==> src/rtl/mem_access_unit.sv <==
// Memory-stage load/store unit: checks each request, drives the data-memory strobes,
// and returns one response per accepted request, held stable while the pipeline stalls.
module mem_access_unit #(
    parameter int unsigned DMEM_BYTES = 131072
) (
    input  logic        clk,
    input  logic        rst_n,
    input  logic        req_valid,
    input  logic        req_load,
    input  logic        req_store,
    input  logic [2:0]  funct3,
    input  logic [31:0] addr,
    input  logic [31:0] store_data,
    input  logic        stall,
    input  logic        flush,
    output logic        req_ready,
    output logic [31:0] addrD,
    output logic        renD,
    output logic        wenD,
    output logic [31:0] wdataD,
    output logic [3:0]  MaskD,
    input  logic [31:0] rdataD,
    output logic        resp_valid,
    output logic [31:0] resp_data,
    output logic        resp_fault
);
    // state     | meaning
    // IDLE      | no response outstanding
    // LOAD_PEND | load issued last cycle, result taken live from rdataD
    // RESP      | registered store or fault response
    // HOLD      | load result captured while stalled
    typedef enum logic [1:0] {IDLE, LOAD_PEND, RESP, HOLD} state_t;

    localparam logic [31:0] DMEM_LIMIT = 32'(DMEM_BYTES);

    state_t      state, state_nx;
    logic [2:0]  ld_funct3;
    logic [1:0]  ld_off;
    logic [31:0] hold_data;
    logic [31:0] resp_reg;
    logic        fault_reg;

    logic        accept;
    logic        req_fault;
    logic        bad_funct3;
    logic        misaligned;
    logic [31:0] lane;
    logic [31:0] load_data;

    assign req_ready = !stall && !flush && rst_n;
    assign accept    = req_valid && req_ready;
    assign addrD     = addr;

    always_comb begin
        bad_funct3 = req_load ? (funct3 == 3'd3 || funct3[2:1] == 2'b11) : (funct3 > 3'd2);
        misaligned = (funct3[1:0] == 2'b01 && addr[0]) || (funct3 == 3'd2 && addr[1:0] != 2'b00);
        req_fault  = (req_load == req_store) || bad_funct3 || misaligned || (addr >= DMEM_LIMIT);
    end

    always_comb begin
        lane = rdataD >> {ld_off, 3'b000};
        case (ld_funct3)
            3'd0:    load_data = {{24{lane[7]}}, lane[7:0]};
            3'd1:    load_data = {{16{lane[15]}}, lane[15:0]};
            3'd4:    load_data = {24'd0, lane[7:0]};
            3'd5:    load_data = {16'd0, lane[15:0]};
            default: load_data = rdataD;
        endcase
    end

    // Strobes derive from accept, which already includes rst_n, so reset silences the port.
    always_comb begin
        renD   = 1'b0;
        wenD   = 1'b0;
        MaskD  = 4'b0000;
        wdataD = 32'd0;
        if (accept && !req_fault) begin
            if (req_load) begin
                renD = 1'b1;
            end else begin
                wenD = 1'b1;
                case (funct3[1:0])
                    2'b00: begin
                        MaskD  = 4'b0001 << addr[1:0];
                        wdataD = {4{store_data[7:0]}};
                    end
                    2'b01: begin
                        MaskD  = addr[1] ? 4'b1100 : 4'b0011;
                        wdataD = {2{store_data[15:0]}};
                    end
                    default: begin
                        MaskD  = 4'b1111;
                        wdataD = store_data;
                    end
                endcase
            end
        end
    end

    always_comb begin
        state_nx = state;
        if (flush) begin
            state_nx = IDLE;
        end else if (accept) begin
            state_nx = (req_load && !req_fault) ? LOAD_PEND : RESP;
        end else if (stall) begin
            if (state == LOAD_PEND) state_nx = HOLD;
        end else begin
            state_nx = IDLE;
        end
    end

    always_comb begin
        resp_valid = (state != IDLE);
        resp_fault = (state == RESP) && fault_reg;
        case (state)
            LOAD_PEND: resp_data = load_data;
            HOLD:      resp_data = hold_data;
            RESP:      resp_data = resp_reg;
            default:   resp_data = 32'd0;
        endcase
    end

    always_ff @(posedge clk or negedge rst_n) begin
        if (!rst_n) begin
            state     <= IDLE;
            ld_funct3 <= 3'd0;
            ld_off    <= 2'd0;
            hold_data <= 32'd0;
            resp_reg  <= 32'd0;
            fault_reg <= 1'b0;
        end else begin
            state <= state_nx;
            if (accept) begin
                ld_funct3 <= funct3;
                ld_off    <= addr[1:0];
                resp_reg  <= req_fault ? addr : 32'd0;
                fault_reg <= req_fault;
            end
            if (state == LOAD_PEND && stall && !flush)
                hold_data <= load_data;
        end
    end
endmodule

==> config.mk <==
export PLATFORM = sky130hd
export DESIGN_NAME = mem_access_unit
export DESIGN_NICKNAME = d
export VERILOG_FILES = /design/src/rtl/mem_access_unit.sv
export SDC_FILE = /design/constraint.sdc
export NUM_CORES = 1
export LEC_CHECK = 0
export BUFFER_PORTS_ARGS = -buffer_cell sky130_fd_sc_hd__clkbuf_2
export CAP_MARGIN = 20
export CORE_UTILIZATION = 53
export CTS_BUF_LIST = sky130_fd_sc_hd__clkbuf_4 sky130_fd_sc_hd__clkbuf_8 sky130_fd_sc_hd__clkbuf_16
export DETAILED_ROUTE_END_ITERATION = 8
export GPL_TIMING_DRIVEN = 0
export PLACE_DENSITY = 0.87
export SYNTH_ARGS = -nofsm -noshare
export SYNTH_HDL_FRONTEND = slang
export SYNTH_SLANG_ARGS = --single-unit
==> constraint.sdc <==
create_clock -name clk -period 3.3 [get_ports clk]
set_input_delay 0.33 -clock clk [delete_from_list [all_inputs] [get_ports clk]]
set_output_delay 0.33 -clock clk [all_outputs]
set_load 0.01 [all_outputs]
==> metrics.yaml, run 1 <==
synth_area_leader_cell: "dfrtp_1"
holdPathEnd: "resp_reg[20]"
yosysWarnings: 0
syn-num-nets: 752
r2r_slack_ns: 1.11
place_inst: 968
dpl-instance-area_mm2: 0.00620
gp_congestion: 0.940
worst_r2r_path_depth: 7
synthFlopType: "dfrtp_1"
cts.sinks: 72
die_h_um: 98.9
rsz0062_at_grt: "false"
synth_top_area_share: 0.362
maxSlewHeadroom: 0.422
status: "complete, no violations"
fill_cells: 736
vias_per_cell: 5.87
drt_iter0_drc: 388
synthTopCellsByArea: "dfrtp_1 36%, nand2_1 13%, o21ai_0 8.3%, buf_4 5.1%, mux2i_1 4.0%"
hold_ws_ns: 0.198
finalSetupViolCount: 0
grt.total_usage: 0.352
dieArea_mm2: 0.00979
clockBufferDepth: 2
min_period_ns: 3.05
root_buffer: "clkbuf_8"
htreeDepth: 3
initial_utilization: 0.544
maxCapViolCount: 0
layout.cells.non_filler: 988
syn_inst: 646
dp_slack_ns: 0.211
drt-total-wl_um: 17400
multi_input_area_mm2: 0.00269
drc_errors: 0
post-dp-hpwl_um: 13400
totalNegativeSetupSlack_ns: 0
grt_pass1_vias: 5531
worst_pin_slew_ns: 0.864
firstDrtPassIters: 5
critPathLaunchType: "primary input"
reg2reg_to: "hold_data[23]"
fin_crit_sh: 0.925
wl_per_cell_um: 17.6
synth_edf_count: 0
rr_startpoint: "ld_off[1]"
n_antenna_cell: 0
required_ns: 2.97
ios: 211
globalRouteOverflowTotal: 0
p_per_area_mw_per_mm2: 377
port_buffers: 210
path_clk_slew_ns: 0.08
cts_inserted_buffers: 9
setup_slack_ns: 0.249
grt_max_degree: 33
hold_path_class: "in -> reg"
yosys.cell_types.count: 42
cts_tree: "done"
final_hold_viol_count: 0
arrival_ns: 2.72
synth_seq_cells: 72
layout.nets: 978
final_cell_area_mm2: 0.00647
hp-start: "addr[20]"
cts_setup_buffers: 0
netlist_area_mm2: 0.00498
rows: 35
crit_path_end_kind: "output pin"
grt_pass1_wl_um: 26800
yosysSeqAreaShare: 0.362
insertion_delay_ns: 0.36
seq_area_mm2: 0.00180
die_w_um: 98.9
p_leak_nw: 3.23
antenna_left: 0
clock_skew_ns: 0.0104
coreArea_mm2: 0.00915
max_freq_mhz: 328
syn_to_final_growth_pct: 29.8
vias: 5795
async_reset_ff_frac: 1.00
whs_path_depth: 3
crit_type: "in -> out"
antenna_found_initial: 0
crit_fanout: 19
avgSynthCellArea_um2: 7.71
peakVddDrop_uv: 196
slew_violations: 0
drive_gt1_frac: 0.327
==> timing repair <==
action                                 CTS  global route
endpoints found under the hold margin   19             0
gates resized for setup                  0             2
setup endpoints to repair                0            34
hold buffers                             4             0
==> critical path, cell delays in order <==
cell and delay (ns):
dlygate4sd3_1 0.54, clkbuf_4 0.16, buf_16 0.16, nor4bb_4 0.37, nand2_1 0.08, or4_1 0.42, buf_2 0.21, buf_6 0.17
nor2_1 0.12, clkbuf_2 0.14
==> cells in the mapped netlist (all sizes together) (2+ instances only) <==
cell	count
a221oi	4
and2	10
nand3b	14
nor4	4
nor2	38
nand2	177
mux4	2
o221ai	3
clkbuf	37
nor2b	5
or4	2
nand2b	11
o21ai	83
a32o	4
or3	2
inv	9
nor3	2
o211ai	21
buf	47
a221o	16
a21oi	30
dfrtp	72
nor3b	2
mux2	12
a22oi	8
mux2i	20
==> report_power, final <==
part / internal, W / switching, W
Clock: 0.000377 / 0.000344
Sequential: 0.000968 / 0.0000593
Combinational: 0.000285 / 0.000404
Total: 0.00163 / 0.000807
==> worst max path at each step <==
stage | end | cells past startpoint | slack (ns) | from
after detailed placement | wdataD[17] | 9 | 0.21 | rst_n
after CTS | wdataD[17] | 10 | 0.03 | rst_n
after global placement | wdataD[31] | 8 | -0.60 | rst_n
after global routing | wdataD[23] | 10 | 0.08 | rst_n
after floorplan | MaskD[0] | 6 | 1.13 | funct3[0]
final | wdataD[17] | 10 | 0.25 | rst_n
==> metrics by stage <==
stage          utilization  power (W)
2_1_floorplan            -    0.00143
3_3_place_gp         0.674    0.00168
3_5_place_dp         0.677    0.00170
4_1_cts              0.705    0.00241
5_1_grt              0.706    0.00254
6_report             0.706    0.00244
==> layout make-up <==
class | count | area share
tap | 111 | 0.0215
clock buffer | 11 | 0.0224
clock inverter | 5 | 0.00871
timing repair buffer | 215 | 0.175
multi-input combinational | 480 | 0.417
sequential | 72 | 0.279
inverter | 10 | 0.00580
buffer | 84 | 0.0714
==> metal layers <==
layer / routed length, um / global-route usage / vias to the layer above
met3: 1410 / 0.0645 / 45
met2: 8730 / 0.614 / 331
met5: 0 / 0 / -
met1: 6730 / 0.426 / 2755
li1: - / - / 2664
met4: 488 / 0.148 / 0
==> cells by family (layout without fill, tap and decap cells) <==
family,count (synthesis),after routing,share of synthesized area
flip-flops,72,72,0.362
buffers and inverters,94,325,0.100
AND/OR/NAND/NOR,271,271,0.238
multiplexers,34,34,0.0764
AO/OA/AOI/OAI,175,175,0.223
==> cell usage in the layout (no fill, tap or decap), drive strengths merged, types with 4 or more instances in the layout <==
cell type and instances:
a21oi 30, a221o 16, a221oi 4, a22oi 8, a32o 4, and2 10, buf 49, clkbuf 258
clkinv 4, dfrtp 72, inv 9, mux2 12, mux2i 20, nand2 177, nand2b 11, nand3b 14
nor2 38, nor2b 5, nor4 4, o211ai 21, o21ai 83
No activity file was read; power rests on OpenSTA's default activity.
==> run 2: changes to the inputs <==
Settings changed: CORE_UTILIZATION 53 to 49, PLACE_DENSITY 0.87 to 0.82, SKIP_CTS_REPAIR_TIMING from default to 1.
Clock period 3.3 ns to 3.5 ns, I/O delays scaled along.
==> metrics.yaml, run 2 (synthesis gave the netlist of run 1 again) <==
hold_ws_ns: -0.0104
cp_slowest_cell: "nor3_1"
vias: 5718
final_cell_mix: "209 x clkbuf_2, 177 x nand2_1, 83 x o21ai_0"
power_w: 0.00235
drive_gt1_frac: 0.327
slew_violations: 0
clock_skew_ns: 0.0134
hold_path_class: "in -> async"
layout.nets: 976
r2r_slack_ns: 1.27
crit_end: "resp_data[17]"
peakVddDrop_uv: 210
port_buffers: 210
worst_r2r_path_depth: 7
drc_errors: 0
crit_fanout: 10
htreeDepth: 3
drt-total-wl_um: 16900
antenna_found_initial: 0
rr_startpoint: "ld_off[1]"
status: "finished with violations"
grt_pass1_wl_um: 25900
cts.sinks: 72
fin_crit_sh: 0.843
worst_pin_slew_ns: 0.712
globalRouteOverflowTotal: 0
critical_path.top_delay_family: "simple AND/OR/NAND/NOR gates"
clockBufferDepth: 2
cts_tree: "done"
gp_congestion: 0.944
cp.depth: 6
path_clk_slew_ns: 0.08
antenna_left: 0
max_freq_mhz: 339
drt_iter0_drc: 452
arrival_ns: 2.60
wl_per_cell_um: 16.8
n_antenna_cell: 0
final_hold_viol_count: 4
rsz0062_at_grt: "false"
final_cell_area_mm2: 0.00648
crit_buf_inv: 3
crit_chain: "clkbuf_1, nand2b_1, nor3_1, buf_2, a221o_1, clkbuf_2"
reg2reg_to: "hold_data[21]"
crit_type: "reg -> out"
crit_path_end_kind: "output pin"
cts_inserted_buffers: 9
crit_path_max_incr_delay_ns: 0.66
fill_cells: 883
p_leak_nw: 3.22
critPathLaunchType: "register"
post-dp-hpwl_um: 13400
initial_utilization: 0.507
root_buffer: "clkbuf_8"
dpl-instance-area_mm2: 0.00623
grt_max_degree: 52
dieArea_mm2: 0.0106
layout.cells.non_filler: 1008
violations: "hold timing"
min_period_ns: 2.95
place_inst: 990
die_w_um: 103
ios: 211
p_per_area_mw_per_mm2: 363
coreArea_mm2: 0.00982
grt.total_usage: 0.324
grt_pass1_vias: 5326
maxCapViolCount: 0
required_ns: 3.15
firstDrtPassIters: 5
rows: 36
die_h_um: 103
vias_per_cell: 5.67
finalSetupViolCount: 0
startpoint: "state[1]"
final_common_cell: "clkbuf_2"
insertion_delay_ns: 0.35
syn_to_final_growth_pct: 30.2
maxSlewHeadroom: 0.522
run 2: cell type report:
type	instances	area (um2)	share of cell area
Sequential cell	72	1800	0.278
Multi-Input combinational cell	480	2680	0.413
Clock buffer	10	131	0.0203
Timing Repair Buffer	213	1110	0.171
Buffer	84	462	0.0712
Clock inverter	6	92.6	0.0143
Tap cell	133	166	0.0257
Inverter	10	37.5	0.00579
run 2: routing by layer:
layer / up-vias / global-route usage / routed length, um
met2: 309 / 0.556 / 8210
li1: 2656 / - / -
met3: 53 / 0.0597 / 1430
met1: 2700 / 0.402 / 6630
met4: 0 / 0.137 / 633
met5: - / 0 / 0
run 2: how the worst min path moves through the flow:
stage                                to  slack, ns  depth (start not counted)
final                     hold_data[15]      -0.01                          2
after global routing        resp_reg[8]      0.009                          2
after CTS                  resp_reg[15]      -0.06                          1
after detailed placement   resp_reg[15]       0.31                          1
after global placement     hold_data[9]       0.46                          2
after floorplan               fault_reg       0.05                          0
run 2: worst register-to-register path, cell delays in order (launching register included):
cell,delay [ns]
dfrtp_1,0.33
buf_4,0.18
mux4_2,0.52
o211ai_1,0.23
or3_1,0.15
clkbuf_1,0.27
buf_2,0.29
o211ai_1,0.13
run 2: where the power goes:
group	leakage (nW)	internal (W)	switching, W	total (W)
Sequential	0.949	0.000912	0.0000514	0.000964
Combinational	2.16	0.000266	0.000371	0.000637
Clock	0.107	0.000413	0.000337	0.000750
Total	3.22	0.00159	0.000759	0.00235
run 2: per-stage QoR:
step	TNS (ns)	setup slack [ns]	hold WS [ns]	utilization
floorplan	0	1.29	0.0544	-
global placement	-14.82	-0.539	0.459	0.631
detailed placement	0	0.267	0.311	0.634
CTS	0	0.257	-0.0624	0.657
global route	0	0.378	0.00860	0.660
finish	0	0.548	-0.0104	0.660
==> run 3: changes to the inputs <==
Settings changed: CORE_UTILIZATION 49 to 44, PLACE_DENSITY 0.82 to 0.77.
Clock period 3.5 ns to 2.7 ns, I/O delays scaled along.
==> metrics.yaml, run 3 (synthesis gave the netlist of run 1 again) <==
finalSetupViolCount: 0
crit_type: "reg -> out"
reg2reg_to: "hold_data[22]"
hold_path_class: "in -> reg"
vias: 5668
antenna_found_initial: 0
drt_iter0_drc: 392
p_per_area_mw_per_mm2: 503
final_hold_viol_count: 0
grt_pass1_vias: 5314
die_h_um: 108
ios: 211
fin_crit_sh: 0.977
wl_per_cell_um: 16.7
peakVddDrop_uv: 310
globalRouteOverflowTotal: 0
port_buffers: 210
worst_pin_slew_ns: 0.880
die_w_um: 108
syn_to_final_growth_pct: 33.0
drc_errors: 0
path_clk_slew_ns: 0.06
htreeDepth: 3
clock_skew_ns: 0.0149
final_cell_mix: "214 x clkbuf_2, 177 x nand2_1, 83 x o21ai_0"
maxSlewHeadroom: 0.412
rr_startpoint: "ld_off[1]"
dieArea_mm2: 0.0117
slew_violations: 0
grt.total_usage: 0.299
critPathLaunchType: "register"
r2r_slack_ns: 0.41
arrival_ns: 2.37
drive_gt1_frac: 0.336
vias_per_cell: 5.57
firstDrtPassIters: 5
crit_path_max_incr_delay_ns: 0.43
postLayoutCoreUtil: 0.606
root_buffer: "clkbuf_16"
layout.nets: 978
post-dp-hpwl_um: 13300
antenna_left: 0
required_ns: 2.43
cp_common_cell: "o21ai_0"
whs_path_depth: 3
totalNegativeSetupSlack_ns: 0
status: "complete, no violations"
holdPathEnd: "resp_reg[4]"
maxCapViolCount: 0
crit_path_end_kind: "output pin"
rows: 38
grt_pass1_wl_um: 26500
gp_congestion: 0.923
cts_inserted_buffers: 9
hp-start: "addr[4]"
grt_max_degree: 53
clockBufferDepth: 2
insertion_delay_ns: 0.35
drt-total-wl_um: 17000
n_antenna_cell: 0
worst_r2r_path_depth: 7
initial_utilization: 0.455
crit_fanout: 10
min_period_ns: 2.64
max_freq_mhz: 379
final_common_cell: "clkbuf_2"
p_leak_nw: 3.28
coreArea_mm2: 0.0109
cp_slowest_cell: "buf_1"
cts.sinks: 72
cts_tree: "done"
crit_chain: "clkbuf_1, buf_1, nand3b_1, o211ai_1, o21ai_0, o21ai_0, clkbuf_2"
[run 3: through the flow]
stage	hold WS, ns	cell area (um2)	std cells	total power (W)	setup WS [ns]
final	0.158	6620	1017	0.00333	0.0614
after global routing	0.170	6620	1017	0.00347	-0.0415
after CTS	-0.143	6540	1013	0.00329	-0.107
after detailed placement	0.219	6240	997	0.00208	0.00227
after global placement	0.460	6210	996	0.00206	-1.11
after floorplan	-0.0256	4980	646	0.00175	0.638
[run 3: worst max-delay path: cells and delay by family, from the launching register on]
| family | cells | cell delay (ns) |
|---|---|---|
| AO/OA/AOI/OAI | 3 | 0.60 |
| flip-flops | 1 | 0.34 |
| buffers and inverters | 3 | 0.96 |
| AND/OR/NAND/NOR | 1 | 0.13 |
[run 3: per-layer routing]
metal | vias up | wire, um | global-route usage | share of wire
li1 | 2670 | - | - | -
met1 | 2671 | 6740 | 0.376 | 0.40
met2 | 295 | 8540 | 0.505 | 0.50
met3 | 32 | 1320 | 0.0579 | 0.078
met4 | 0 | 402 | 0.113 | 0.024
met5 | - | 0 | 0 | 0
[run 3: worst max path at each step]
stage	startpoint	endpoint	slack (ns)	depth (start not counted)
after global placement	rst_n	wdataD[31]	-1.11	8
final	ld_off[0]	resp_data[11]	0.06	7
after global routing	ld_off[0]	resp_data[9]	-0.04	7
after detailed placement	rst_n	wdataD[20]	0.002	8
after floorplan	ld_off[1]	resp_data[17]	0.64	6
after CTS	ld_off[1]	resp_data[17]	-0.11	7
[run 3: layout make-up]
| class | count | area (um2) |
|---|---|---|
| well taps | 140 | 175 |
| plain buffers | 84 | 478 |
| clock buffers | 9 | 225 |
| fillers | 1069 | 4310 |
| multi-input cells | 480 | 2710 |
| clock inverters | 7 | 78.8 |
| repair buffers | 215 | 1120 |
| flip-flops and latches | 72 | 1800 |
| inverters | 10 | 37.5 |
[run 3: power by group]
part / total [W] / switching, W / internal, W
Combinational: 0.000844 / 0.000489 / 0.000355
Sequential: 0.00125 / 0.0000669 / 0.00118
Clock: 0.00124 / 0.000513 / 0.000725
